File: config.mk
export PLATFORM = sky130hd
export DESIGN_NAME = touch_scan_ctrl_flat
export DESIGN_NICKNAME = d
export VERILOG_FILES = /design/src/rtl/touch_scan_ctrl_pkg.sv /design/src/rtl/touch_scan_ctrl_if.sv /design/src/rtl/touch_scan_ctrl_debounce.sv /design/src/rtl/touch_scan_ctrl.sv /design/src/flat_wrapper.sv
export SDC_FILE = /design/constraint.sdc
export NUM_CORES = 1
export LEC_CHECK = 0
export CAP_MARGIN = 20
export CORE_MARGIN = 3
export CORE_UTILIZATION = 40
export CTS_BUF_LIST = sky130_fd_sc_hd__clkbuf_16
export DETAILED_ROUTE_END_ITERATION = 12
export PLACE_DENSITY = 0.68
export SKIP_CTS_REPAIR_TIMING = 1
export SLEW_MARGIN = 40
export SYNTH_ARGS = -nofsm -noshare
export SYNTH_HDL_FRONTEND = slang
export SYNTH_SLANG_ARGS = --single-unit
File: constraint.sdc
create_clock -name CLK -period 3 [get_ports CLK]
set_clock_uncertainty 0.05 [all_clocks]
set_input_delay 0.9 -clock CLK [delete_from_list [all_inputs] [get_ports CLK]]
set_output_delay 0.9 -clock CLK [all_outputs]
set_load 0.03 [all_outputs]
File: src/rtl/touch_scan_ctrl_pkg.sv
// Shared types for the touch scan path: key codes, FSM state encoding and
// the helpers that classify and decode a 4-pad vector.
package touch_pkg;

  typedef logic [3:0] code_t;

  localparam code_t CODE_NONE = 4'd0;
  localparam code_t CODE_S1   = 4'd1;
  localparam code_t CODE_S2   = 4'd2;
  localparam code_t CODE_S3   = 4'd3;
  localparam code_t CODE_S4   = 4'd4;

  typedef enum logic [1:0] {
    ST_IDLE   = 2'd0,
    ST_SINGLE = 2'd1,
    ST_MULTI  = 2'd2
  } touch_state_e;

  // One-hot pad vector to key code; anything else decodes to "none".
  function automatic code_t onehot_to_code(input logic [3:0] v);
    case (v)
      4'b0001: return CODE_S1;
      4'b0010: return CODE_S2;
      4'b0100: return CODE_S3;
      4'b1000: return CODE_S4;
      default: return CODE_NONE;
    endcase
  endfunction

  // Touch state implied by a pad vector.
  function automatic touch_state_e classify(input logic [3:0] v);
    if (v == 4'b0000)
      return ST_IDLE;
    else if ((v & (v - 4'd1)) == 4'b0000)
      return ST_SINGLE;
    else
      return ST_MULTI;
  endfunction

endpackage

File: src/rtl/touch_scan_ctrl_if.sv
// Press/release event channel between the scan controller (master) and the
// key-code consumer (slave). Transfer when EVT_VALID && EVT_READY.
interface touch_scan_ctrl_if;
  import touch_pkg::*;

  logic  EVT_VALID;
  logic  EVT_READY;
  code_t EVT_CODE;
  logic  EVT_RELEASE;

  modport master (output EVT_VALID, output EVT_CODE, output EVT_RELEASE, input EVT_READY);
  modport slave  (input EVT_VALID, input EVT_CODE, input EVT_RELEASE, output EVT_READY);
endinterface

File: src/rtl/touch_scan_ctrl_debounce.sv
// touch_debounce: two-flop synchroniser followed by a per-vector debounce.
// stable only follows the synchronised pads after DEBOUNCE_CYCLES
// consecutive identical samples; stable_nxt is the value stable takes at
// the coming edge so the caller can register its outputs alongside it.
module touch_debounce #(
  parameter int unsigned DEBOUNCE_CYCLES = 50000,
  parameter int unsigned CNT_W           = 16
) (
  input  logic       clk,
  input  logic       rst_n,
  input  logic [3:0] touch_in,
  output logic [3:0] stable,
  output logic [3:0] stable_nxt
);

  localparam logic [CNT_W-1:0] CNT_LAST = CNT_W'(DEBOUNCE_CYCLES - 1);

  logic [3:0]       sync_p0;
  logic [3:0]       sync_p1;
  logic [3:0]       cand;
  logic [CNT_W-1:0] cnt;

  // Stable vector adopts the candidate once the run has been long enough.
  always_comb begin
    stable_nxt = stable;
    if (sync_p1 == cand && cnt == CNT_LAST)
      stable_nxt = cand;
  end

  // Synchroniser, candidate tracking and run-length counter.
  always_ff @(posedge clk) begin
    if (!rst_n) begin
      sync_p0 <= '0;
      sync_p1 <= '0;
      cand    <= '0;
      cnt     <= '0;
      stable  <= '0;
    end else begin
      sync_p0 <= touch_in;
      sync_p1 <= sync_p0;
      stable  <= stable_nxt;
      if (sync_p1 != cand) begin
        cand <= sync_p1;
        cnt  <= '0;
      end else if (cnt != CNT_LAST) begin
        cnt <= cnt + 1'b1;
      end
    end
  end

endmodule

File: src/rtl/touch_scan_ctrl.sv
// touch_scan_ctrl: debounced 4-pad touch front-end. Tracks idle / single /
// multi touch, holds the decoded key code and emits press/release events
// through a 1-deep event register with a 1-entry pending slot (used for
// pad-to-pad slides) and a sticky overflow flag.
// Optional auto-repeat of held single touches: define TOUCH_REPEAT_EN.
module touch_scan_ctrl
  import touch_pkg::*;
#(
  parameter int unsigned DEBOUNCE_CYCLES = 50000,
  parameter int unsigned CNT_W           = 16,
  parameter int unsigned REPEAT_DELAY    = 25000000,
  parameter int unsigned REPEAT_PERIOD   = 5000000
) (
  input  logic                      CLK,
  input  logic                      RST_N,
  input  logic [3:0]                TOUCH_IN,
  output code_t                     TOUCH_OUT,
  output logic                      MULTI,
  touch_scan_ctrl_if.master         evt,
  output logic                      EVT_OVF,
  input  logic                      OVF_CLR
);

  if (DEBOUNCE_CYCLES < 2 || (64'd1 << CNT_W) <= 64'(DEBOUNCE_CYCLES) ||
      REPEAT_DELAY < 1 || REPEAT_PERIOD < 1) begin : g_cfg_err
    $error("touch_scan_ctrl: invalid parameter set");
  end

  logic [3:0]   stable;
  logic [3:0]   stable_nxt;
  logic         chg;
  code_t        old_code;
  code_t        new_code;
  touch_state_e state_q;
  touch_state_e state_d;

  logic         fresh_v;
  code_t        fresh_code;
  logic         fresh_rel;
  logic         pend_set;
  logic         pend_v;
  code_t        pend_code;
  logic         rpt_fire;

  logic         new_v;
  code_t        new_code_sel;
  logic         new_rel;
  logic         ovf_set;

  logic         evt_valid_q;
  code_t        evt_code_q;
  logic         evt_rel_q;

  touch_debounce #(
    .DEBOUNCE_CYCLES (DEBOUNCE_CYCLES),
    .CNT_W           (CNT_W)
  ) u_debounce (
    .clk        (CLK),
    .rst_n      (RST_N),
    .touch_in   (TOUCH_IN),
    .stable     (stable),
    .stable_nxt (stable_nxt)
  );

  assign chg      = (stable_nxt != stable);
  assign old_code = onehot_to_code(stable);
  assign new_code = onehot_to_code(stable_nxt);

`ifdef TOUCH_REPEAT_EN
  localparam int unsigned RPT_MAX = (REPEAT_DELAY > REPEAT_PERIOD) ? REPEAT_DELAY : REPEAT_PERIOD;
  localparam int unsigned RPT_W   = $clog2(RPT_MAX + 1);

  logic             stay;
  logic             rpt_first;
  logic [RPT_W-1:0] rpt_cnt;
  logic [RPT_W-1:0] rpt_lim;

  assign stay     = !chg && (state_q == ST_SINGLE);
  assign rpt_lim  = rpt_first ? RPT_W'(REPEAT_DELAY - 1) : RPT_W'(REPEAT_PERIOD - 1);
  assign rpt_fire = stay && (rpt_cnt == rpt_lim);

  // Hold-time counter: restarts on every entry into SINGLE, first repeat
  // after REPEAT_DELAY cycles, then every REPEAT_PERIOD cycles.
  always_ff @(posedge CLK) begin
    if (!RST_N || !stay) begin
      rpt_cnt   <= '0;
      rpt_first <= 1'b1;
    end else if (rpt_fire) begin
      rpt_cnt   <= '0;
      rpt_first <= 1'b0;
    end else begin
      rpt_cnt <= rpt_cnt + 1'b1;
    end
  end
`else
  assign rpt_fire = 1'b0;
`endif

  // FSM next state and fresh event generation on stable-vector changes.
  always_comb begin
    state_d    = state_q;
    fresh_v    = 1'b0;
    fresh_code = CODE_NONE;
    fresh_rel  = 1'b0;
    pend_set   = 1'b0;
    if (chg) begin
      state_d = classify(stable_nxt);
      if (state_q == ST_SINGLE) begin
        fresh_v    = 1'b1;
        fresh_code = old_code;
        fresh_rel  = 1'b1;
        pend_set   = (state_d == ST_SINGLE);
      end else if (state_d == ST_SINGLE) begin
        fresh_v    = 1'b1;
        fresh_code = new_code;
      end
    end else if (rpt_fire) begin
      fresh_v    = 1'b1;
      fresh_code = old_code;
    end
  end

  // Event arbitration: a pending press goes first; a clash drops the fresh one.
  always_comb begin
    new_v        = pend_v | fresh_v;
    new_code_sel = pend_v ? pend_code : fresh_code;
    new_rel      = pend_v ? 1'b0 : fresh_rel;
    ovf_set      = (pend_v & fresh_v) |
                   (new_v & evt_valid_q & ~evt.EVT_READY);
  end

  // State, decoded outputs, pending slot, event register and overflow flag.
  always_ff @(posedge CLK) begin
    if (!RST_N) begin
      state_q     <= ST_IDLE;
      TOUCH_OUT   <= CODE_NONE;
      MULTI       <= 1'b0;
      pend_v      <= 1'b0;
      pend_code   <= CODE_NONE;
      evt_valid_q <= 1'b0;
      evt_code_q  <= CODE_NONE;
      evt_rel_q   <= 1'b0;
      EVT_OVF     <= 1'b0;
    end else begin
      state_q   <= state_d;
      TOUCH_OUT <= new_code;
      MULTI     <= (classify(stable_nxt) == ST_MULTI);
      pend_v    <= pend_set;
      if (pend_set)
        pend_code <= new_code;
      if (new_v && (!evt_valid_q || evt.EVT_READY)) begin
        evt_valid_q <= 1'b1;
        evt_code_q  <= new_code_sel;
        evt_rel_q   <= new_rel;
      end else if (evt_valid_q && evt.EVT_READY) begin
        evt_valid_q <= 1'b0;
      end
      if (ovf_set)
        EVT_OVF <= 1'b1;
      else if (OVF_CLR)
        EVT_OVF <= 1'b0;
    end
  end

  assign evt.EVT_VALID   = evt_valid_q;
  assign evt.EVT_CODE    = evt_code_q;
  assign evt.EVT_RELEASE = evt_rel_q;

endmodule

File: src/flat_wrapper.sv
// flat-port wrapper written by rule: the top's interface ports become plain ports
module touch_scan_ctrl_flat import touch_pkg::*;
#(
  parameter int unsigned DEBOUNCE_CYCLES = 50000,
  parameter int unsigned CNT_W           = 16,
  parameter int unsigned REPEAT_DELAY    = 25000000,
  parameter int unsigned REPEAT_PERIOD   = 5000000
)
  (CLK, RST_N, TOUCH_IN, TOUCH_OUT, MULTI, EVT_OVF, OVF_CLR, evt_EVT_VALID, evt_EVT_CODE, evt_EVT_RELEASE, evt_EVT_READY);
  touch_scan_ctrl_if evt_i ();
  input  logic CLK;
  input  logic RST_N;
  input  logic [3:0] TOUCH_IN;
  output code_t TOUCH_OUT;
  output logic MULTI;
  output logic EVT_OVF;
  input  logic OVF_CLR;
  output wire logic [$bits(evt_i.EVT_VALID)-1:0] evt_EVT_VALID;
  output wire logic [$bits(evt_i.EVT_CODE)-1:0] evt_EVT_CODE;
  output wire logic [$bits(evt_i.EVT_RELEASE)-1:0] evt_EVT_RELEASE;
  input wire logic [$bits(evt_i.EVT_READY)-1:0] evt_EVT_READY;
  assign evt_EVT_VALID = evt_i.EVT_VALID;
  assign evt_EVT_CODE = evt_i.EVT_CODE;
  assign evt_EVT_RELEASE = evt_i.EVT_RELEASE;
  assign evt_i.EVT_READY = evt_EVT_READY;
  touch_scan_ctrl #(.DEBOUNCE_CYCLES(DEBOUNCE_CYCLES), .CNT_W(CNT_W), .REPEAT_DELAY(REPEAT_DELAY), .REPEAT_PERIOD(REPEAT_PERIOD)) u_core (.CLK(CLK), .RST_N(RST_N), .TOUCH_IN(TOUCH_IN), .TOUCH_OUT(TOUCH_OUT), .MULTI(MULTI), .evt(evt_i), .EVT_OVF(EVT_OVF), .OVF_CLR(OVF_CLR));
endmodule
==> results.yml, run 1 <==
yosys:
  synthesis.area_um2: 2220
  avgSynthCellArea_um2: 9.060
  ys_seq_elements: 48
  synth_warnings: 0
  seq_area_frac_synth: 0.4329
  netlist_top_cells_area: "dfxtp_1, xnor2_1, xor2_1"
  synth_top_cell_area_share: 0.4329
  yosys.area.top_type: "dfxtp_1"
  synth_cell_types: 44
  syn_inst: 245
floorplan:
  start_util: 0.4238
  dieArea_um2: 6479
  die_y_um: 80.49
  io_pins: 20
  num_rows: 26
  core_area_um2: 5238
  dieWidth_um: 80.49
detailed_routing:
  wl_per_cell_um: 12.69
  drt-vias-per-instance: 5.171
  drt_iter0_markers: 102
  routed_wl_mm: 4.150
  vias: 1691
  drc: 0
  drt_first_pass_iters: 4
  drt.antenna.violating_nets: 0
setup_path:
  cp_slowest_cell: "or4_4"
  worst-r2r-cell-count: 5
  arrival_ns: 2.58
  required_ns: 3.12
  r2r-end: "u_core.evt.EVT_RELEASE"
  timing.critical_path.buf_inv: 0
  start_kind: "flop"
  r2r-start: "u_core.u_debounce.cnt[5]"
  worstSetupPathType: "reg2reg"
  critical_path.max_stage_delay_ns: 0.55
  cp_cell_sequence: "or4_4, nor4_4, and3_1, a22o_1, o21ai_0"
  path_delay_family: "simple AND/OR/NAND/NOR gates"
  cp_max_fo: 11
  ff2ff_setup_slack_ns: 0.53
  end_kind: "flop"
clock_network:
  cts_root_buf: "clkbuf_16"
  worstSkewPairLatency_ns: 0.28
  clock_path_buffers: 2
  h-tree-depth: 2
  cts_buffers: 5
  cts.clk_slew.worst_paths_ns: 0.06
  numClockSinks: 48
  tritoncts: "built"
job:
  drv_cap: 0
global_routing:
  overflow: 0
  grt_pass1_vias: 1612
  grt.total_usage: 0.1455
  grt_pass1_wl_mm: 7.293
  grt_max_degree: 20
  antenna_found_initial: 0
final_layout:
  fin_util: 0.4881
  n_antenna_cell: 0
  area_growth_pct: 15.16
  fin_nets: 266
  drive_above_1_share: 0.07004
pwr:
  pwr_density_cell_nw_per_um2: 485.9
  p_total_mw: 1.242
  p_leak_nw: 0.8516
  ir_drop_uv: 322.9
worst_hold_path:
  hold_depth: 1
  min_from: "u_core.u_debounce.sync_p0[1]"
  hold-path-endpoint: "u_core.u_debounce.sync_p1[1]"
  hold_path.class: "reg2reg"
sta:
  fmax_mhz: 405.2
  tightest_slew_ns: 0.6411
  hold_viol_final: 0
  setup_viol_count_final: 0
  grt_setup_unrepaired: "false"
  slew_headroom: 0.5666
  slew_viol_final: 0
  setup_tns_ns: 0
  period_minus_slack_ns: 2.468
  finalCritPeriodShare: 0.8226
placed_design:
  hpwl_mm: 2.825
  place.gp.congestion: 0.7887
  port_buffers: 17
status:
  status: "complete, no violations"
placed cells by master, fill, tap and decap left out, drive strengths merged, types with 2 or more instances in the layout:
cell type      synthesis  routed
or3                    8       8
o21a                   3       3
and2                  13      13
a211oi                 5       5
clkinv                 1       2
nor2b                  2       2
a2bb2oi                3       3
xnor2                 14      14
mux2i                  3       3
buf                    9       3
nor2                  22      22
o21ai                  8       8
a221oi                 3       3
nand4b                 2       2
clkdlybuf4s50          0      17
nand2b                 3       3
a21oi                 14      14
clkbuf                 7       5
mux2                   2       2
and3                   3       3
nor4b                  5       5
nand4                  8       8
dfxtp                 48      48
nor3                   7       7
inv                    2       3
nand3                  5       5
conb                   1       2
xor2                  10      10
maj3                   2       2
nor4                   2       2
nand2                 22      22
Yosys cell counts, drive strengths merged:
| cell | n |
|---|---|
| a211oi | 5 |
| a21oi | 14 |
| a221oi | 3 |
| a22o | 1 |
| a22oi | 1 |
| a2bb2oi | 3 |
| and2 | 13 |
| and3 | 3 |
| buf | 9 |
| clkbuf | 7 |
| clkinv | 1 |
| conb | 1 |
| dfxtp | 48 |
| ha | 1 |
| inv | 2 |
| maj3 | 2 |
| mux2 | 2 |
| mux2i | 3 |
| nand2 | 22 |
| nand2b | 3 |
| nand3 | 5 |
| nand3b | 1 |
| nand4 | 8 |
| nand4b | 2 |
| nand4bb | 1 |
| nor2 | 22 |
| nor2b | 2 |
| nor3 | 7 |
| nor4 | 2 |
| nor4b | 5 |
| o21a | 3 |
| o21ai | 8 |
| o31ai | 1 |
| or3 | 8 |
| or4 | 1 |
| or4b | 1 |
| xnor2 | 14 |
| xor2 | 10 |
power breakdown:
group          total [mW]  internal [mW]  leakage (nW)  switching, mW
clock               0.518          0.299        0.0709          0.218
combinational      0.0691         0.0301         0.392         0.0390
sequential          0.655          0.646         0.389        0.00907
area by class of cell:
| class | instances | area, um^2 |
|---|---|---|
| Fill cell | 494 | 2681 |
| Multi-Input combinational cell | 179 | 1170 |
| Sequential cell | 48 | 960.9 |
| Timing Repair Buffer | 20 | 192.7 |
| Clock buffer | 5 | 125.1 |
| Tap cell | 70 | 87.58 |
| Inverter | 3 | 11.26 |
| Clock inverter | 2 | 8.758 |
how the worst max path moves through the flow:
stage	from	cells after the start	to
2_1_floorplan	u_core.u_debounce.cnt[5]	6	u_core.state_q[1]
3_3_place_gp	u_core.u_debounce.cnt[5]	5	u_core.evt.EVT_RELEASE
3_5_place_dp	u_core.u_debounce.cnt[5]	5	u_core.evt.EVT_RELEASE
4_1_cts	u_core.u_debounce.cnt[0]	6	u_core.evt.EVT_RELEASE
5_1_grt	u_core.u_debounce.cnt[0]	6	u_core.evt.EVT_RELEASE
6_report	u_core.u_debounce.cnt[5]	5	u_core.evt.EVT_RELEASE
stage by stage:
stage	hold WS (ns)	area, um^2	std cells	setup WS (ns)
after floorplan	0.3619	2223	246	0.9721
after global placement	0.3647	2422	320	0.6325
after global routing	0.3917	2556	327	0.2910
after detailed placement	0.3695	2422	320	0.5252
final	0.3814	2556	327	0.5323
after CTS	0.3837	2556	327	0.5211
metal layers:
| layer | wire [um] | share of wire | global-route usage |
|---|---|---|---|
| met4 | 64 | 0.015 | 0.04730 |
| met3 | 161 | 0.039 | 0.05381 |
| met2 | 1879 | 0.45 | 0.2310 |
| met1 | 2045 | 0.49 | 0.1817 |
| met5 | 0 | 0 | 0 |
flip-flops by register name, indices dropped and copies added, names as in the netlist, 2 cells and up:
register / flops
u_core.u_debounce.cnt: 16
u_core.evt.EVT_CODE: 3
u_core.u_debounce.cand: 4
u_core.TOUCH_OUT: 3
u_core.u_debounce.sync_p0: 4
u_core.state_q: 2
u_core.u_debounce.stable: 4
u_core.pend_code: 3
u_core.u_debounce.sync_p1: 4
kinds of logic after synthesis:
kind of cell	synth area share
AND/OR/NAND/NOR	0.2756
multiplexers	0.02368
other	0.001689
XOR/XNOR	0.09470
adder cells (fa/ha/maj)	0.01466
flip-flops	0.4329
AO/OA/AOI/OAI	0.1150
buffers and inverters	0.04171
(Power assumes the default switching activity.)
==> run 2: changes to the inputs <==
==> constraint.sdc (replaced) <==
create_clock -name CLK -period 2.44 [get_ports CLK]
set_clock_uncertainty 0.05 [all_clocks]
set_input_delay 0.732 -clock CLK [delete_from_list [all_inputs] [get_ports CLK]]
set_output_delay 0.732 -clock CLK [all_outputs]
set_load 0.03 [all_outputs]
==> run 2 against run 1 <==
Against the previous run: setup slack worse by 0.27 ns; routed wire length stayed put; sequential power is 23% higher; cell area is 0.98% higher; sequential share of layout area is 0.36 points lower; combinational power is 25% higher; fmax is 13% higher; clock-buffer cell count stayed put; critical path type unchanged.
==> results.yml, run 2 (synthesis gave the netlist of run 1 again) <==
sta:
  grt_setup_unrepaired: "false"
  hold_viol_final: 0
  setup_viol_count_final: 0
  slew_viol_final: 0
  finalCritPeriodShare: 0.8930
  period_minus_slack_ns: 2.179
  setup_tns_ns: 0
  setup_ws_ns: 0.2612
  tightest_slew_ns: 0.6122
  slew_headroom: 0.5861
  fmax_mhz: 459.0
final_layout:
  largest_reg_flops: 16
  seqCellArea_um2: 960.9
  drive_above_1_share: 0.08462
  stdcell_area_um2: 2581
  final_cell_mix: "dfxtp_1, nor2_1, nand2_1"
  instances_no_fill: 330
  fin_nets: 268
  fin_util: 0.4928
  largest_register: "u_core.u_debounce.cnt"
  fill_cells: 514
  final_common_cell: "dfxtp_1"
  area_growth_pct: 16.29
  multi_input_area_um2: 1171
  n_antenna_cell: 0
pwr:
  p_sw_frac: 0.2226
  p_leak_nw: 0.8625
  ir_drop_uv: 363.3
  p_int_mw: 1.211
  power_switching_mw: 0.3467
  pwr_density_cell_nw_per_um2: 603.4
  power.share.clock: 0.428
  power_frac_comb: 0.055
  seq_power_share: 0.517
setup_path:
  start_kind: "flop"
  end_kind: "flop"
  arrival_ns: 2.30
  required_ns: 2.56
  cp_max_fo: 10
  worstSetupPathType: "reg2reg"
clock_network:
  cts_root_buf: "clkbuf_16"
  h-tree-depth: 2
  cts.clk_slew.worst_paths_ns: 0.06
  numClockSinks: 48
  tritoncts: "built"
  cts_buffers: 5
  clock_path_buffers: 2
  worstSkewPairLatency_ns: 0.29
global_routing:
  grt_max_degree: 19
  grt_pass1_wl_mm: 7.286
  antenna_found_initial: 0
  grt_pass1_vias: 1586
  grt.total_usage: 0.1439
  overflow: 0
floorplan:
  dieWidth_um: 80.49
  die_y_um: 80.49
  num_rows: 26
  io_pins: 20
  core_area_um2: 5238
  dieArea_um2: 6479
  start_util: 0.4238
detailed_routing:
  drt_iter0_markers: 108
  routed.top_layer: "met4"
  route.met3.wl_um: 201
  wl_per_cell_um: 12.58
  drt-vias-per-instance: 5.215
  drt_first_pass_iters: 4
  wl_met2_mm: 1.972
  wl_met1_mm: 1.867
  routed_wl_mm: 4.150
  drc: 0
  vias: 1721
  drt.antenna.violating_nets: 0
worst_hold_path:
  hold_path.class: "reg2reg"
status:
  status: "complete, no violations"
job:
  drv_cap: 0
placed_design:
  place_worst_setup_slack_ns: 0.1695
  hpwl_mm: 2.898
  place.gp.congestion: 0.7959
  place_inst: 322
  port_buffers: 17
  dpl_cell_area_um2: 2437
==> run 2: changes by cell type in the layout (fill, tap and decap cells not counted), sizes merged <==
cell	previous run	this run
buf	3	5
clkinv	2	3
==> run 2: per-stage QoR <==
stage | total power [mW] | hold WS [ns]
finish | 1.558 | 0.3849
global route | 1.613 | 0.3936
CTS | 1.576 | 0.3860
detailed placement | 0.9095 | 0.3699
global placement | 0.9080 | 0.3640
floorplan | 0.8819 | 0.3619
==> run 2: layout make-up <==
type / count / share of cell area
Multi-Input combinational cell: 179 / 0.4537
Sequential cell: 48 / 0.3723
Timing Repair Buffer: 22 / 0.08047
Clock buffer: 5 / 0.04847
Tap cell: 70 / 0.03393
Clock inverter: 3 / 0.006786
Inverter: 3 / 0.004363
==> run 2: worst paths after layout <==
path / depth (start not counted) / start / end / slack [ns]
max: 5 / u_core.u_debounce.cnt[5] / u_core.evt.EVT_RELEASE / 0.26
min: 1 / u_core.u_debounce.sync_p0[0] / u_core.u_debounce.sync_p1[0] / 0.38
min reg2reg: 1 / u_core.u_debounce.sync_p0[0] / u_core.u_debounce.sync_p1[0] / 0.38
max reg2reg: 5 / u_core.u_debounce.cnt[5] / u_core.evt.EVT_RELEASE / 0.26
==> run 2: power groups by stage <==
stage                     registers (mW)  clock network [mW]  logic [mW]
after floorplan                    0.817                   0      0.0653
after global placement             0.822                   0      0.0859
after detailed placement           0.823                   0      0.0868
after CTS                          0.805               0.683      0.0874
after global routing               0.806               0.711      0.0959
final                              0.805               0.666      0.0862
==> run 2: critical path, cell delays in order (launching register included) <==
cell	delay (ns)
dfxtp_1	0.33
or4_4	0.55
nor4_4	0.42
and3_2	0.39
a22o_1	0.23
o21ai_0	0.10
==> run 2: layer usage <==
layer | global-route usage | vias up
met1 | 0.1814 | 796
li1 | - | 875
met5 | 0 | -
met4 | 0.07432 | 0
met2 | 0.2252 | 39
met3 | 0.03700 | 11
==> run 3: changes to the inputs <==
--- a/config.mk
+++ b/config.mk
@@ -5,7 +5,7 @@
 export SDC_FILE = /design/constraint.sdc
 export NUM_CORES = 1
 export LEC_CHECK = 0
-export CAP_MARGIN = 20
+export CAP_MARGIN = 30
 export CORE_MARGIN = 3
 export CORE_UTILIZATION = 40
 export CTS_BUF_LIST = sky130_fd_sc_hd__clkbuf_16
==> constraint.sdc (replaced) <==
create_clock -name CLK -period 2.44 [get_ports CLK]
set_clock_uncertainty 0.05 [all_clocks]
set_input_delay 0.244 -clock CLK [delete_from_list [all_inputs] [get_ports CLK]]
set_output_delay 0.244 -clock CLK [all_outputs]
set_load 0.03 [all_outputs]
==> run 3 against run 2 <==
Against the previous run: clock-buffer cell count unchanged; non-clock buffer count grew 1; register-to-register slack worse by 0.09 ns; fmax is 4.1% lower; setup slack worse by 0.093 ns; routed wire length fell by 1.1%; sequential power hardly changed; power grew 6.4%; core utilization up 0.60 points; first-iteration DRC count rose by 16%; worst hold slack got worse by 0.0017 ns; critical path type unchanged; highest routed layer unchanged.
==> results.yml, run 3 (synthesis gave the netlist of run 1 again) <==
status:
  status: "complete, no violations"
final_layout:
  final_cell_mix: "dfxtp_1, nor2_1, nand2_1"
  fin_util: 0.4988
  stdcell_area_um2: 2613
  largest_reg_flops: 16
  fin_nets: 269
  drive_above_1_share: 0.08812
  n_antenna_cell: 0
  final_common_cell: "dfxtp_1"
  largest_register: "u_core.u_debounce.cnt"
  area_growth_pct: 17.70
worst_hold_path:
  hold_path.class: "reg2reg"
  hold_depth: 1
  min_from: "u_core.u_debounce.sync_p0[3]"
  hold-path-endpoint: "u_core.u_debounce.sync_p1[3]"
detailed_routing:
  routed_wl_mm: 4.103
  wl_per_cell_um: 12.40
  drc: 0
  drt-vias-per-instance: 5.100
  drt_first_pass_iters: 4
  drt_iter0_markers: 125
  drt.antenna.violating_nets: 0
  vias: 1688
floorplan:
  dieArea_um2: 6479
  start_util: 0.4238
  num_rows: 26
  die_y_um: 80.49
  dieWidth_um: 80.49
  core_area_um2: 5238
  io_pins: 20
clock_network:
  numClockSinks: 48
  cts_buffers: 5
  cts.clk_slew.worst_paths_ns: 0.06
  tritoncts: "built"
  worstSkewPairLatency_ns: 0.28
  clock_path_buffers: 2
  cts_root_buf: "clkbuf_16"
  h-tree-depth: 2
global_routing:
  grt_pass1_vias: 1666
  grt_max_degree: 20
  grt.total_usage: 0.1443
  overflow: 0
  grt_pass1_wl_mm: 7.369
  antenna_found_initial: 0
setup_path:
  cp_max_fo: 10
  r2r-end: "u_core.evt.EVT_RELEASE"
  start_kind: "flop"
  end_kind: "flop"
  worstSetupPathType: "reg2reg"
  r2r-start: "u_core.u_debounce.cnt[5]"
  ff2ff_setup_slack_ns: 0.17
  arrival_ns: 2.39
  required_ns: 2.56
  worst-r2r-cell-count: 5
sta:
  finalCritPeriodShare: 0.9309
  whs_ns: 0.3832
  slew_viol_final: 0
  setup_tns_ns: 0
  period_minus_slack_ns: 2.272
  slew_headroom: 0.5928
  tightest_slew_ns: 0.6023
  setup_viol_count_final: 0
  fmax_mhz: 440.2
  hold_viol_final: 0
  grt_setup_unrepaired: "false"
placed_design:
  place.gp.congestion: 0.7701
  hpwl_mm: 2.796
  dpl_cell_area_um2: 2445
  port_buffers: 17
pwr:
  ir_drop_uv: 296.1
  p_leak_nw: 0.8768
  p_total_mw: 1.658
  pwr_density_cell_nw_per_um2: 634.6
job:
  drv_cap: 0
-- run 3: changes by cell type in the layout (fill, tap and decap cells not counted), sizes merged --
cell      before  now
bufinv         0    1
buf            5    6
clkinv         3    2
inv            3    2
clkinvlp       0    1
-- run 3: area by class of cell --
class                      instances  area [um^2]
tap                               70        87.58
inverter                           3        11.26
clock buffer                       5        125.1
sequential                        48        960.9
clock inverter                     3        42.54
timing repair buffer              23        215.2
multi-input combinational        179         1170
fill                             470         2625
-- run 3: metrics by stage --
stage	std cells	setup slack, ns
after floorplan	246	0.4121
after global placement	323	0.2650
after detailed placement	323	0.2052
after CTS	331	0.1819
after global routing	331	0.009279
final	331	0.1685
-- run 3: worst max-delay path by stage --
stage	startpoint	to	slack, ns	depth (start not counted)
6_report	u_core.u_debounce.cnt[5]	u_core.evt.EVT_RELEASE	0.17	5
5_1_grt	u_core.u_debounce.cnt[0]	u_core.evt.EVT_CODE[2]	0.009	6
4_1_cts	u_core.u_debounce.cnt[5]	u_core.evt.EVT_RELEASE	0.18	5
3_5_place_dp	u_core.u_debounce.cnt[5]	u_core.evt.EVT_RELEASE	0.21	5
3_3_place_gp	u_core.u_debounce.cnt[5]	u_core.evt.EVT_RELEASE	0.27	5
2_1_floorplan	u_core.u_debounce.cnt[5]	u_core.state_q[1]	0.41	6
-- run 3: where the power goes --
| part | leakage [nW] | total (mW) | switching (mW) | internal (mW) |
|---|---|---|---|---|
| Combinational | 0.408 | 0.0873 | 0.0493 | 0.0380 |
| Clock | 0.0798 | 0.767 | 0.286 | 0.481 |
| Sequential | 0.389 | 0.803 | 0.00915 | 0.794 |
| Total | 0.877 | 1.66 | 0.345 | 1.31 |
-- run 3: routing by layer --
| layer | part of all wire | vias to the layer above | track usage |
|---|---|---|---|
| met5 | 0 | - | 0 |
| met1 | 0.50 | 773 | 0.1762 |
| met2 | 0.45 | 34 | 0.2384 |
| li1 | - | 879 | - |
| met4 | 0.0029 | 0 | 0.05912 |
| met3 | 0.046 | 2 | 0.03924 |
-- run 3: critical path, stage by stage (launching register included) --
cell and delay (ns):
dfxtp_1 0.34, or4_4 0.55, nor4_4 0.41, and3_1 0.44
a22o_1 0.26, o21ai_0 0.11
